**config.mk**
```make
export PLATFORM = sky130hd
export DESIGN_NAME = muldiv_sequencer
export DESIGN_NICKNAME = d
export VERILOG_FILES = /design/src/rtl/muldiv_pkg.sv /design/src/rtl/muldiv_sequencer.sv
export SDC_FILE = /design/constraint.sdc
export NUM_CORES = 1
export LEC_CHECK = 0
export CAP_MARGIN = 20
export CORE_ASPECT_RATIO = 1.25
export CORE_MARGIN = 2
export CORE_UTILIZATION = 34
export DETAILED_ROUTE_END_ITERATION = 8
export PLACE_DENSITY = 0.86
export SLEW_MARGIN = 25
export SYNTH_ARGS = -nofsm -noshare
export SYNTH_HDL_FRONTEND = slang
export SYNTH_SLANG_ARGS = --single-unit
```
**constraint.sdc**
```tcl
create_clock -name clk -period 1.4 [get_ports clk]
set_clock_uncertainty 0.05 [all_clocks]
set_input_delay 0.14 -clock clk [delete_from_list [all_inputs] [get_ports clk]]
set_output_delay 0.14 -clock clk [all_outputs]
set_load 0.01 [all_outputs]
```
**src/rtl/muldiv_pkg.sv**
```systemverilog
// muldiv_pkg
//   Shared definitions for the MULT/DIV sequencer: the 3-bit state encoding,
//   the unit-select codes that drive u_sel, and the default wait budget.
//   No ports; imported by muldiv_sequencer and anything that decodes its state.
package muldiv_pkg;

    // Sequencer state encoding (kept as plain constants for legacy decoders)
    localparam logic [2:0] S_IDLE   = 3'd0;
    localparam logic [2:0] S_CLR    = 3'd1;
    localparam logic [2:0] S_START  = 3'd2;
    localparam logic [2:0] S_WAIT   = 3'd3;
    localparam logic [2:0] S_COMMIT = 3'd4;
    localparam logic [2:0] S_REJECT = 3'd5;

    // Unit select codes carried on u_sel
    localparam logic U_MULT = 1'b0;
    localparam logic U_DIV  = 1'b1;

    // Mult needs 34 cycles in WAIT (32 steps + load + finish); 40 leaves margin
    localparam int TIMEOUT_DEFAULT = 40;
    localparam int CNT_W_DEFAULT   = 6;

endpackage

```
**src/rtl/muldiv_sequencer.sv**
```systemverilog
// muldiv_sequencer
//   Runs one MULT or DIV request at a time on the shared iterative multiply and
//   divide units: latches and isolates the operands, resets the selected unit,
//   starts it, waits for its stop flag (with a timeout) and commits the result
//   into the architectural HI/LO registers.
//
// Ports
//   clk, reset            system clock, synchronous active-high reset
//   op_valid, op_is_div   request strobe and kind (0 = MULT, 1 = DIV), taken in IDLE
//   rs_val, rt_val        operands A and B from the register file
//   busy                  high in CLR/START/WAIT; the CPU stalls on it
//   done                  pulse, HI/LO hold the new result this cycle
//   div_zero              pulse, DIV by zero rejected, HI/LO untouched
//   timeout               pulse, unit never stopped, HI/LO untouched
//   HI, LO                architectural HI/LO
//   u_rst, u_start, u_sel unit reset, unit start, unit select (0 = mult, 1 = div)
//   u_A, u_B              operands held stable for the whole operation
//   mult_stop/HI/LO       multiply unit completion flag and result
//   div_stop/HI/LO        divide unit completion flag and result (HI = rem, LO = quot)
module muldiv_sequencer
    import muldiv_pkg::*;
#(
    parameter int TIMEOUT_CYCLES = TIMEOUT_DEFAULT,
    parameter int CNT_W          = CNT_W_DEFAULT
) (
    input  logic        clk,
    input  logic        reset,
    input  logic        op_valid,
    input  logic        op_is_div,
    input  logic [31:0] rs_val,
    input  logic [31:0] rt_val,
    output logic        busy,
    output logic        done,
    output logic        div_zero,
    output logic        timeout,
    output logic [31:0] HI,
    output logic [31:0] LO,
    output logic        u_rst,
    output logic        u_start,
    output logic        u_sel,
    output logic [31:0] u_A,
    output logic [31:0] u_B,
    input  logic        mult_stop,
    input  logic [31:0] mult_HI,
    input  logic [31:0] mult_LO,
    input  logic        div_stop,
    input  logic [31:0] div_HI,
    input  logic [31:0] div_LO
);

    localparam logic [CNT_W-1:0] CNT_LIMIT = CNT_W'(TIMEOUT_CYCLES);

    logic [2:0]       state;
    logic [CNT_W-1:0] wait_cnt;
    logic [CNT_W-1:0] cnt_inc;
    logic             sel_stop;
    logic [31:0]      sel_hi;
    logic [31:0]      sel_lo;

    // Only the selected unit is listened to; the other unit's stop flag may
    // still be sticky from an earlier operation and must not end this one.
    assign sel_stop = (u_sel == U_DIV) ? div_stop : mult_stop;
    assign sel_hi   = (u_sel == U_DIV) ? div_HI   : mult_HI;
    assign sel_lo   = (u_sel == U_DIV) ? div_LO   : mult_LO;
    assign cnt_inc  = wait_cnt + CNT_W'(1);

    // Status and strobe outputs decode straight from the registered state.
    // HI/LO are loaded on the edge into COMMIT, so done marks the first cycle
    // in which the new result is visible, and busy falls on that same edge.
    assign busy     = (state == S_CLR) || (state == S_START) || (state == S_WAIT);
    assign done     = (state == S_COMMIT);
    assign div_zero = (state == S_REJECT);
    assign u_start  = (state == S_START);

    // Main sequencer. u_rst and timeout are registered alongside the state so
    // that u_rst can be high in CLR, in the IDLE cycle following a timeout and
    // straight out of reset. The unit stop flags and step counters only clear
    // on a unit reset, which is why every accepted operation passes through
    // CLR before START. Operands and the unit select are captured only on
    // accept, so the units see stable inputs from CLR through COMMIT.
    always_ff @(posedge clk) begin
        if (reset) begin
            state    <= S_IDLE;
            HI       <= '0;
            LO       <= '0;
            u_rst    <= 1'b1;
            timeout  <= 1'b0;
            u_A      <= '0;
            u_B      <= '0;
            u_sel    <= U_MULT;
            wait_cnt <= '0;
        end else begin
            u_rst   <= 1'b0;
            timeout <= 1'b0;
            case (state)
                S_IDLE: begin
                    if (op_valid) begin
                        u_A   <= rs_val;
                        u_B   <= rt_val;
                        u_sel <= op_is_div;
                        if (op_is_div && (rt_val == '0)) begin
                            state <= S_REJECT;
                        end else begin
                            state <= S_CLR;
                            u_rst <= 1'b1;
                        end
                    end
                end
                S_CLR: begin
                    state <= S_START;
                end
                S_START: begin
                    wait_cnt <= '0;
                    state    <= S_WAIT;
                end
                S_WAIT: begin
                    wait_cnt <= cnt_inc;
                    if (sel_stop) begin
                        HI    <= sel_hi;
                        LO    <= sel_lo;
                        state <= S_COMMIT;
                    end else if (cnt_inc == CNT_LIMIT) begin
                        // Give up after TIMEOUT_CYCLES full WAIT cycles and
                        // reset the hung unit on the way back to IDLE.
                        timeout <= 1'b1;
                        u_rst   <= 1'b1;
                        state   <= S_IDLE;
                    end
                end
                S_COMMIT: begin
                    state <= S_IDLE;
                end
                S_REJECT: begin
                    state <= S_IDLE;
                end
                default: begin
                    state <= S_IDLE;
                end
            endcase
        end
    end

endmodule

```
==> reports/results.txt, run 1 <==
The tools report the post-route setup TNS as -12.40 ns. Endpoint kind of the worst setup timing path: a flop. Walking the worst path, the cells encountered are or3_4, nor2_4, buf_12, clkbuf_16, nand2_2, a21oi_2.

The part of the power in registers was 0.373. The critical path is of the reg2reg type. The run gives 0.233 as the part of the power in combinational logic.

sky130_fd_sc_hd__dfxtp_1 is the most common cell in the netlist. The switching share of power is 0.2822, and the data required time at the worst endpoint is 1.69 ns. The via count of the first global-routing pass came out at 6362. The total length of routed wires was 24.84 mm. The mux share of post-synthesis cell area is 0.1132.

For the count of final max-slew check failures, the log shows 0. The vias after detailed routing was 6476; the net count after synthesis was 855. The clock passes through at most 2 buffers. Summing all multi-input logic gate instances after layout gives 3491 sq um. The async set-or-reset flop fraction in the synthesized netlist was 0; the ratio of total power to cell area was 1007 nW/um^2.

For the die footprint, the log shows 17960 sq um. Broken down by cell family, the worst path's largest delay share belongs to simple AND/OR/NAND/NOR gates. After synthesis, the largest family of logic cells by area is simple AND/OR/NAND/NOR gates. The net switching power of the design is 0.003287 W. The run finished, with violations left.

In this run the register-to-register setup slack is -0.22 ns. At the pin with the least slew margin, the transition time is 0.4824 ns. For this run the aggregate overflow at the end of global routing stands at 0. The run gives 0.0007885 V as the maximum vdd drop. The period utilization was 1.161. The endpoint of the most critical register-to-register path is u_A[11].

Largest fanout on the critical path: 9. The largest single stage delay on the critical path is 0.39 ns. The first detailed-routing pass ran for 6 iterations. The post-synthesis share of cell area spent on full adders, half adders and majority gates was 0.004355; the number of clock sinks was 140. The repair_antennas step left the layout with diodes totalling 0. The layout has 1199 filler cells. The post-synthesis share of cell area spent on xor and xnor gates came out at 0.003049. In this run the cell area of the synthesized design comes to 5746 sq um.

Depth of the most critical reg-to-reg path: 6. Data on the critical path arrives at its endpoint at 1.92 ns. In the final routed layout, each cell accounts on average for 19.65 microns. The warning count from the yosys run is 0, and the total routing usage reported by global routing is 0.2351. The startpoint identified for the worst hold timing path is reset. The largest net degree at the start of global routing is 71.

The tree is rooted in a sky130_fd_sc_hd__clkbuf_16. Compared with the post-synthesis result, the final layout area differs by 101.2%. The tools report the part of the Yosys area used for sequential elements as 0.4878.

The commonest cells after synthesis are 140 x sky130_fd_sc_hd__dfxtp_1, 133 x sky130_fd_sc_hd__nand2_1, 78 x sky130_fd_sc_hd__nor2_1. Input and output buffers added on the ports amount to 332. The tools report the starting utilization of the core area as 0.3438. The synthesis-stage register bit count was 140. The relative max-transition margin is 0.6784, and the number of levels in the clock H-tree is 4. Footprint of the flip-flops and latches: 2818 sq um.

The run gives 135 as the final number of setup-violating endpoints. The tools report the final core area utilization as 0.6918. The count of max-cap constraint violations is 0.

TritonCTS built the clock tree. The worst setup path is launched from a flop. The number of buffers created by CTS came out at 17. The floorplan step set the die height to 149.3 microns.

The first global-routing pass estimated 32.75 mm of wire. Among all stages on the critical path, the largest delay is contributed by sky130_fd_sc_hd__or3_4. Among all flip-flop cells after synthesis, the most frequent one is sky130_fd_sc_hd__dfxtp_1. The tightest min-delay check is of the in2reg type. Summed over all nets, wire length on met3 after detailed routing comes to 1.902 mm. The tools report the power share of the clock group as 0.394.

In this run the static leakage power is 4.797 nW. The count of nets left with antenna violations once routing finished came out at 0. The start of the worst register-to-register path was state[0]. Along the worst hold path, the cell count comes to 2. The worst hold path endpoint is u_B[10].

Setup repair after global routing could not meet its margin everywhere. The number of design-rule violations left by the first detailed-router iteration is 298, and the instance count of the mapped netlist is 655. The number of antenna violations at the first check in global routing came out at 0.

The uppermost layer routed was met4. Measured along the x axis, the die boundary spans 120.3 microns. The hold buffer count at cts was 0; the half-perimeter wire length after detailed placement was 14.27 mm. Met1 routed wirelength after detailed routing: 9.074 mm.

The critical path launch point is state[0]. The synthesized design contains 0 enable-type register cells. Routability-driven placement finished with a final weighted congestion of 0.8701.

The worst path in the final design needs a cycle of 1.625 ns, including I/O delays and setup. The tools report the total met2 wirelength after detailed routing as 13.05 mm. The average via count per standard cell works out to 5.123.

For the hold violation count in the final report, the log shows 0. The count of buffer and inverter cells on the critical path is 2. The area fraction in and, or, nand and nor cells after synthesis came out at 0.1781. At the later pin of the worst-skew pair, clock insertion delay measures 0.42 ns. Ranked by total cell area, the synthesized netlist is headed by sky130_fd_sc_hd__dfxtp_1 49%, sky130_fd_sc_hd__mux2i_1 11%, sky130_fd_sc_hd__nand2_1 8.7%. Yosys mapped the design onto 36 distinct sky130hd cell types. The core region is 16710 sq um. Dividing the synthesized area by the synthesized cell count gives 8.772 sq um. The final reports fail on setup timing. For this run, design rule violations remaining after detail routing come to 0. The tools report the setup slack of the critical path after layout as -0.2248 ns.

The internal portion of the total power is 0.008360 W. sky130_fd_sc_hd__dfxtp_1 takes more of the synthesized area than any other cell. The compound-gate portion of the synthesized area works out to 0.1611.

The area fraction of the dominant cell type after synthesis came out at 0.4878. The share of layout cells above drive strength 1 came out at 0.2902. After floorplanning, the core was divided into 53 placement rows. For the number of ports placed on the die boundary, the log shows 333.

The net count of the finished layout is 1231. Clock-pin slew of the registers on the worst-case setup and hold paths: 0.07 ns. Based on the critical path, the design can be clocked at up to 615.5 MHz.
## cells by family (layout without fill, tap and decap cells)
group | after synthesis | after routing
buf+inv | 57 | 446
xor+xnor | 2 | 2
compound gates | 148 | 148
mux | 65 | 65
flops | 140 | 140
fa+ha+maj | 2 | 2
simple gates | 241 | 241
## state kept, by name (all words and copies together), names as in the netlist
name,cells
wait_cnt,6
u_A,32
LO,32
u_rst,1
u_B,32
state,3
timeout,1
u_sel,1
HI,32
## per-stage QoR
step           power, W  instance area [sq um]  std cells  hold WS (ns)  worst slack (ns)
3_5_place_dp   0.006580                   9482       1195        0.3969           -0.4918
2_1_floorplan  0.005298                   5757        655        0.2185           -0.1342
5_1_grt         0.01207                  11560       1264       0.03310           -0.2522
3_3_place_gp   0.006540                   9482       1195        0.3902           -0.4620
4_1_cts         0.01118                  10550       1245       0.02297           -0.1619
6_report        0.01165                  11560       1264       0.03223           -0.2248
## area by class of cell
cell class / count / share of cell area
clock buffer: 18 / 0.03799
multi-input combinational: 458 / 0.3019
tap: 220 / 0.02381
timing repair buffer: 411 / 0.3777
inverter: 3 / 0.001190
clock inverter: 14 / 0.01364
sequential: 140 / 0.2437
## layer usage
metal,track usage,up-vias
li1,-,3028
met1,0.2483,3067
met2,0.4318,324
met3,0.06919,57
met4,0.1006,0
met5,0,-
## power by group through the flow
stage	registers [W]	logic, W	clock network (W)
5_1_grt	0.00437	0.00286	0.00484
3_5_place_dp	0.00442	0.00216	0
2_1_floorplan	0.00451	0.000793	0
4_1_cts	0.00433	0.00224	0.00462
3_3_place_gp	0.00440	0.00214	0
6_report	0.00434	0.00272	0.00459
## what timing repair did
item / in CTS / in global routing
cloned: 11 / 14
pin swaps: 12 / 80
resized for setup: 226 / 167
buffers inserted: 7 / 5
endpoints found under the setup margin: 270 / 141
## cells in the final DEF (no fill, tap or decap), types with 3 or more instances in the layout
cell                              netlist  layout
sky130_fd_sc_hd__dfxtp_1              140     136
sky130_fd_sc_hd__a21o_1                 3       3
sky130_fd_sc_hd__dlygate4sd2_1          0     131
sky130_fd_sc_hd__buf_6                  5      11
sky130_fd_sc_hd__nor3_1                 4       3
sky130_fd_sc_hd__a211oi_2               0      57
sky130_fd_sc_hd__nor4_1                 7       5
sky130_fd_sc_hd__buf_16                 0      11
sky130_fd_sc_hd__buf_12                 0      11
sky130_fd_sc_hd__nand4_1                3       3
sky130_fd_sc_hd__nor2_4                 1      12
sky130_fd_sc_hd__nand2_1              133      98
sky130_fd_sc_hd__nand2_4                0      22
sky130_fd_sc_hd__mux2i_1               65      60
sky130_fd_sc_hd__clkdlybuf4s50_1        0     196
sky130_fd_sc_hd__clkbuf_16              0      28
sky130_fd_sc_hd__inv_6                  0       5
sky130_fd_sc_hd__nor2_1                78      52
sky130_fd_sc_hd__dfxtp_4                0       4
sky130_fd_sc_hd__nor2_2                 0      15
sky130_fd_sc_hd__a211oi_1              65       7
sky130_fd_sc_hd__a21oi_1               72      29
sky130_fd_sc_hd__a21oi_2                0      43
sky130_fd_sc_hd__buf_4                  6      35
sky130_fd_sc_hd__nand2_2                0      13
sky130_fd_sc_hd__mux2i_2                0       4
## how the worst max path moves through the flow
stage	end	slack (ns)	cells after the start
after CTS	u_rst	-0.16	4
after global routing	u_A[11]	-0.25	6
after global placement	timeout	-0.46	5
final	u_A[11]	-0.22	6
after detailed placement	u_rst	-0.49	5
after floorplan	timeout	-0.13	5
Note: power is estimated with default switching activity, not from simulation.
==> inputs of run 2 (changes only) <==
CAP_MARGIN = unset   (was 20)
CTS_CLUSTER_SIZE = 10   (was unset)
PLACE_DENSITY = unset   (was 0.86)
PLACE_DENSITY_LB_ADDON = 0.15   (was unset)
==> run 2 against run 1 <==
  * The run ends with hold timing, setup timing left
  * Sequential power about the same
  * Worst setup slack worse by 0.0013 ns
  * Critical endpoint is now u_rst
  * Count of clock-buffer cells in the layout is the same
  * Critical path depth fell by 2
  * Power up 2.5%
  * Cell area up 6.0%
  * Cell count is 2.2% higher
  * Highest routed layer is now met5
  * Largest cell class unchanged
  * Maximum frequency about the same
  * Die area is the same
  * Register-to-register slack hardly changed
  * Flip-flop and latch count stayed put
==> reports/results.txt, run 2 (synthesis results as in run 1) <==
STA classifies the critical path startpoint as a flop. The standard cell with the maximum stage delay on the critical path was sky130_fd_sc_hd__or4b_4. Input and output buffers added on the ports amount to 332. The detail-routed net length per standard cell was 19.01 microns. Starting utilization of the core area: 0.3438. In this run the power density over the cells is 974.0 nW/um^2. The design draws 0.01194 W. The tree is rooted in a sky130_fd_sc_hd__clkbuf_16. The number of filler instances in the final layout came out at 1213. The worst-case IR drop observed on VDD is 0.0007084 V. The checks that failed: hold timing, setup timing.

In this run the horizontal extent of the chip is 120.3 microns. The final layout contains 1258 nets. The total routing usage reported by global routing was 0.2521; the largest net degree at the start of global routing was 38. The H-tree generated during clock tree synthesis spans 4 levels. Routability-driven placement finished with a final weighted congestion of 0.8228.

The worst min-delay path category was in2reg. The share of layout cells above drive strength 1 is 0.3529, and the number of nets with antenna violations after detailed routing is 0. The worst setup path is captured at a flop. The logs give 53 for the count of standard-cell rows and 5.270 nW for the cell leakage power.

The clock net in this run drives a total of 140 sinks. The signal on the critical path passes through mux2i_4, nor4b_4, or4b_4, nand3b_1. The count of buffer and inverter cells on the critical path was 0. Using the TritonRoute via totals, the vias-per-cell ratio works out to 5.038.

The logs give 1213 for the placed instance count and -0.001859 ns for the final hold slack. In this run the deepest clock path goes through 2 buffers. Leaving out fill and tap cells, the most frequent cell in the layout is sky130_fd_sc_hd__clkdlybuf4s50_1. Registers take 2821 sq um. The worst path in the final design needs a cycle of 1.626 ns, including I/O delays and setup. The flow ran to the end, but the final reports show violations. Period utilization: 1.162.

The clock-pin slew of the registers on the worst-case setup and hold paths is 0.06 ns, and the die footprint is 17960 sq um. From bottom edge to top edge, the die measures 149.3 microns. TritonCTS built the clock tree. For this run, the top clock speed supported by timing is 615.0 MHz.

The number of design rule violations left after detail routing is 0, and the placeable core region is 16710 sq um. The cell family with the largest share of critical-path delay is simple AND/OR/NAND/NOR gates. The logs give 34.73 mm for the wire length of the first global-routing pass and 1 for the hold violation count in the final report. Once layout is complete, the cells apart from fillers number 1292.

At the pin with the least slew margin, the transition time is 0.5603 ns. For this run the aggregate overflow at the end of global routing stands at 0. Summing over every cut layer, the via total after detailed routing is 6509.

The logs give 0 for the count of max-cap constraint violations and 229 for the number of design-rule violations left by the first detailed-router iteration. 333 I/O pins were placed. The growth of design area from synthesis to finish came out at 113.3%.

The largest fanout on the critical path is 2, and the clock latency reported for the late side of the worst-skew pair is 0.42 ns. Setup repair after global routing could not meet its margin everywhere. The library cells used most frequently in the layout, excluding fill and tap cells, are 178 x sky130_fd_sc_hd__clkdlybuf4s50_1, 133 x sky130_fd_sc_hd__dfxtp_1, 130 x sky130_fd_sc_hd__dlygate4sd2_1, 79 x sky130_fd_sc_hd__nand2_1, 62 x sky130_fd_sc_hd__a211oi_2.

The run gives 24.56 mm as the total length of routed wires. The critical path in this run is classified as reg2reg. The post-place setup slack is -0.5964 ns, and the number of antenna violations at the first check in global routing is 2. The tools report the setup slack of the critical path after layout as -0.2261 ns. For the detailed-routing iteration count for the pre-antenna-repair pass, the log shows 4. Setup violations remaining at the end of the flow were counted as 134. The via count of the first global-routing pass is 6400.

For this run, the slowest stage of the critical path takes 0.53 ns. The count of final max-slew check failures was 0; the final core area utilization was 0.7334. The wire-length estimate of the detail-placed layout is 14.77 mm. Data required time at the worst endpoint: 1.71 ns.

The logs give 0.6265 for the relative max-transition margin and 17 for the number of buffers created by CTS. STA puts the critical path data arrival time at 1.94 ns. The tools report the area of the multi-input gates as 3877 sq um.
## run 2: cell types whose count changed in the layout (fill, tap and decap cells not counted), moves of 10 or more
cell / before / now
sky130_fd_sc_hd__clkdlybuf4s50_1: 196 / 178
sky130_fd_sc_hd__buf_12: 11 / 22
sky130_fd_sc_hd__nand2_1: 98 / 79
sky130_fd_sc_hd__buf_4: 35 / 48
sky130_fd_sc_hd__nor2_4: 12 / 22
sky130_fd_sc_hd__dlymetal6s2s_1: 0 / 18
sky130_fd_sc_hd__nand2_4: 22 / 42
sky130_fd_sc_hd__a21oi_2: 43 / 53
sky130_fd_sc_hd__a21oi_1: 29 / 19
## run 2: path summary, 6_finish.rpt
check	slack, ns	from	end	depth (start not counted)
max reg2reg	-0.23	u_sel	u_rst	4
min reg2reg	0.40	u_A[25]	u_A[25]	2
max	-0.23	u_sel	u_rst	4
min	-0.002	rt_val[4]	u_B[4]	3
## run 2: cell type report
type | instances | area share
Clock inverter | 14 | 0.01286
Tap cell | 220 | 0.02246
Inverter | 3 | 0.001736
Antenna cell | 1 | 0.0002042
Timing Repair Buffer | 438 | 0.3803
Sequential cell | 140 | 0.2302
Multi-Input combinational cell | 458 | 0.3164
Clock buffer | 18 | 0.03583
## run 2: per-stage QoR
step	setup TNS, ns	instance area [sq um]	hold slack, ns
finish	-10.70	12260	-0.001859
global route	-16.02	12250	0.001031
CTS	-13.10	11500	0.09470
detailed placement	-33.58	9604	0.3953
global placement	-32.15	9604	0.3905
floorplan	-1.588	5757	0.2185
## run 2: repair_timing
action                                 CTS  global route
gates resized for setup                335           216
setup endpoints to repair              270           141
setup buffers                           21            12
gates cloned                            21             3
pin swaps                               55           109
endpoints found under the hold margin    0             3
hold buffers                             0             3
## run 2: report_power, final
group	switching [W]	internal [W]
clock network	0.00189	0.00270
logic	0.00138	0.00162
registers	0.000135	0.00421
total	0.00341	0.00853
## run 2: tightest hold or removal path, cell delays in order
cell and delay [ns]:
sky130_fd_sc_hd__dlymetal6s2s_1 0.16, sky130_fd_sc_hd__nand2_4 0.08, sky130_fd_sc_hd__a21oi_2 0.04
## run 2: metal layers
layer / share of wire / vias up / GRT usage
li1: - / 3101 / -
met1: 0.36 / 3104 / 0.2568
met2: 0.52 / 256 / 0.4614
met3: 0.085 / 46 / 0.09060
met4: 0.029 / 2 / 0.1099
met5: 0.00045 / - / 0
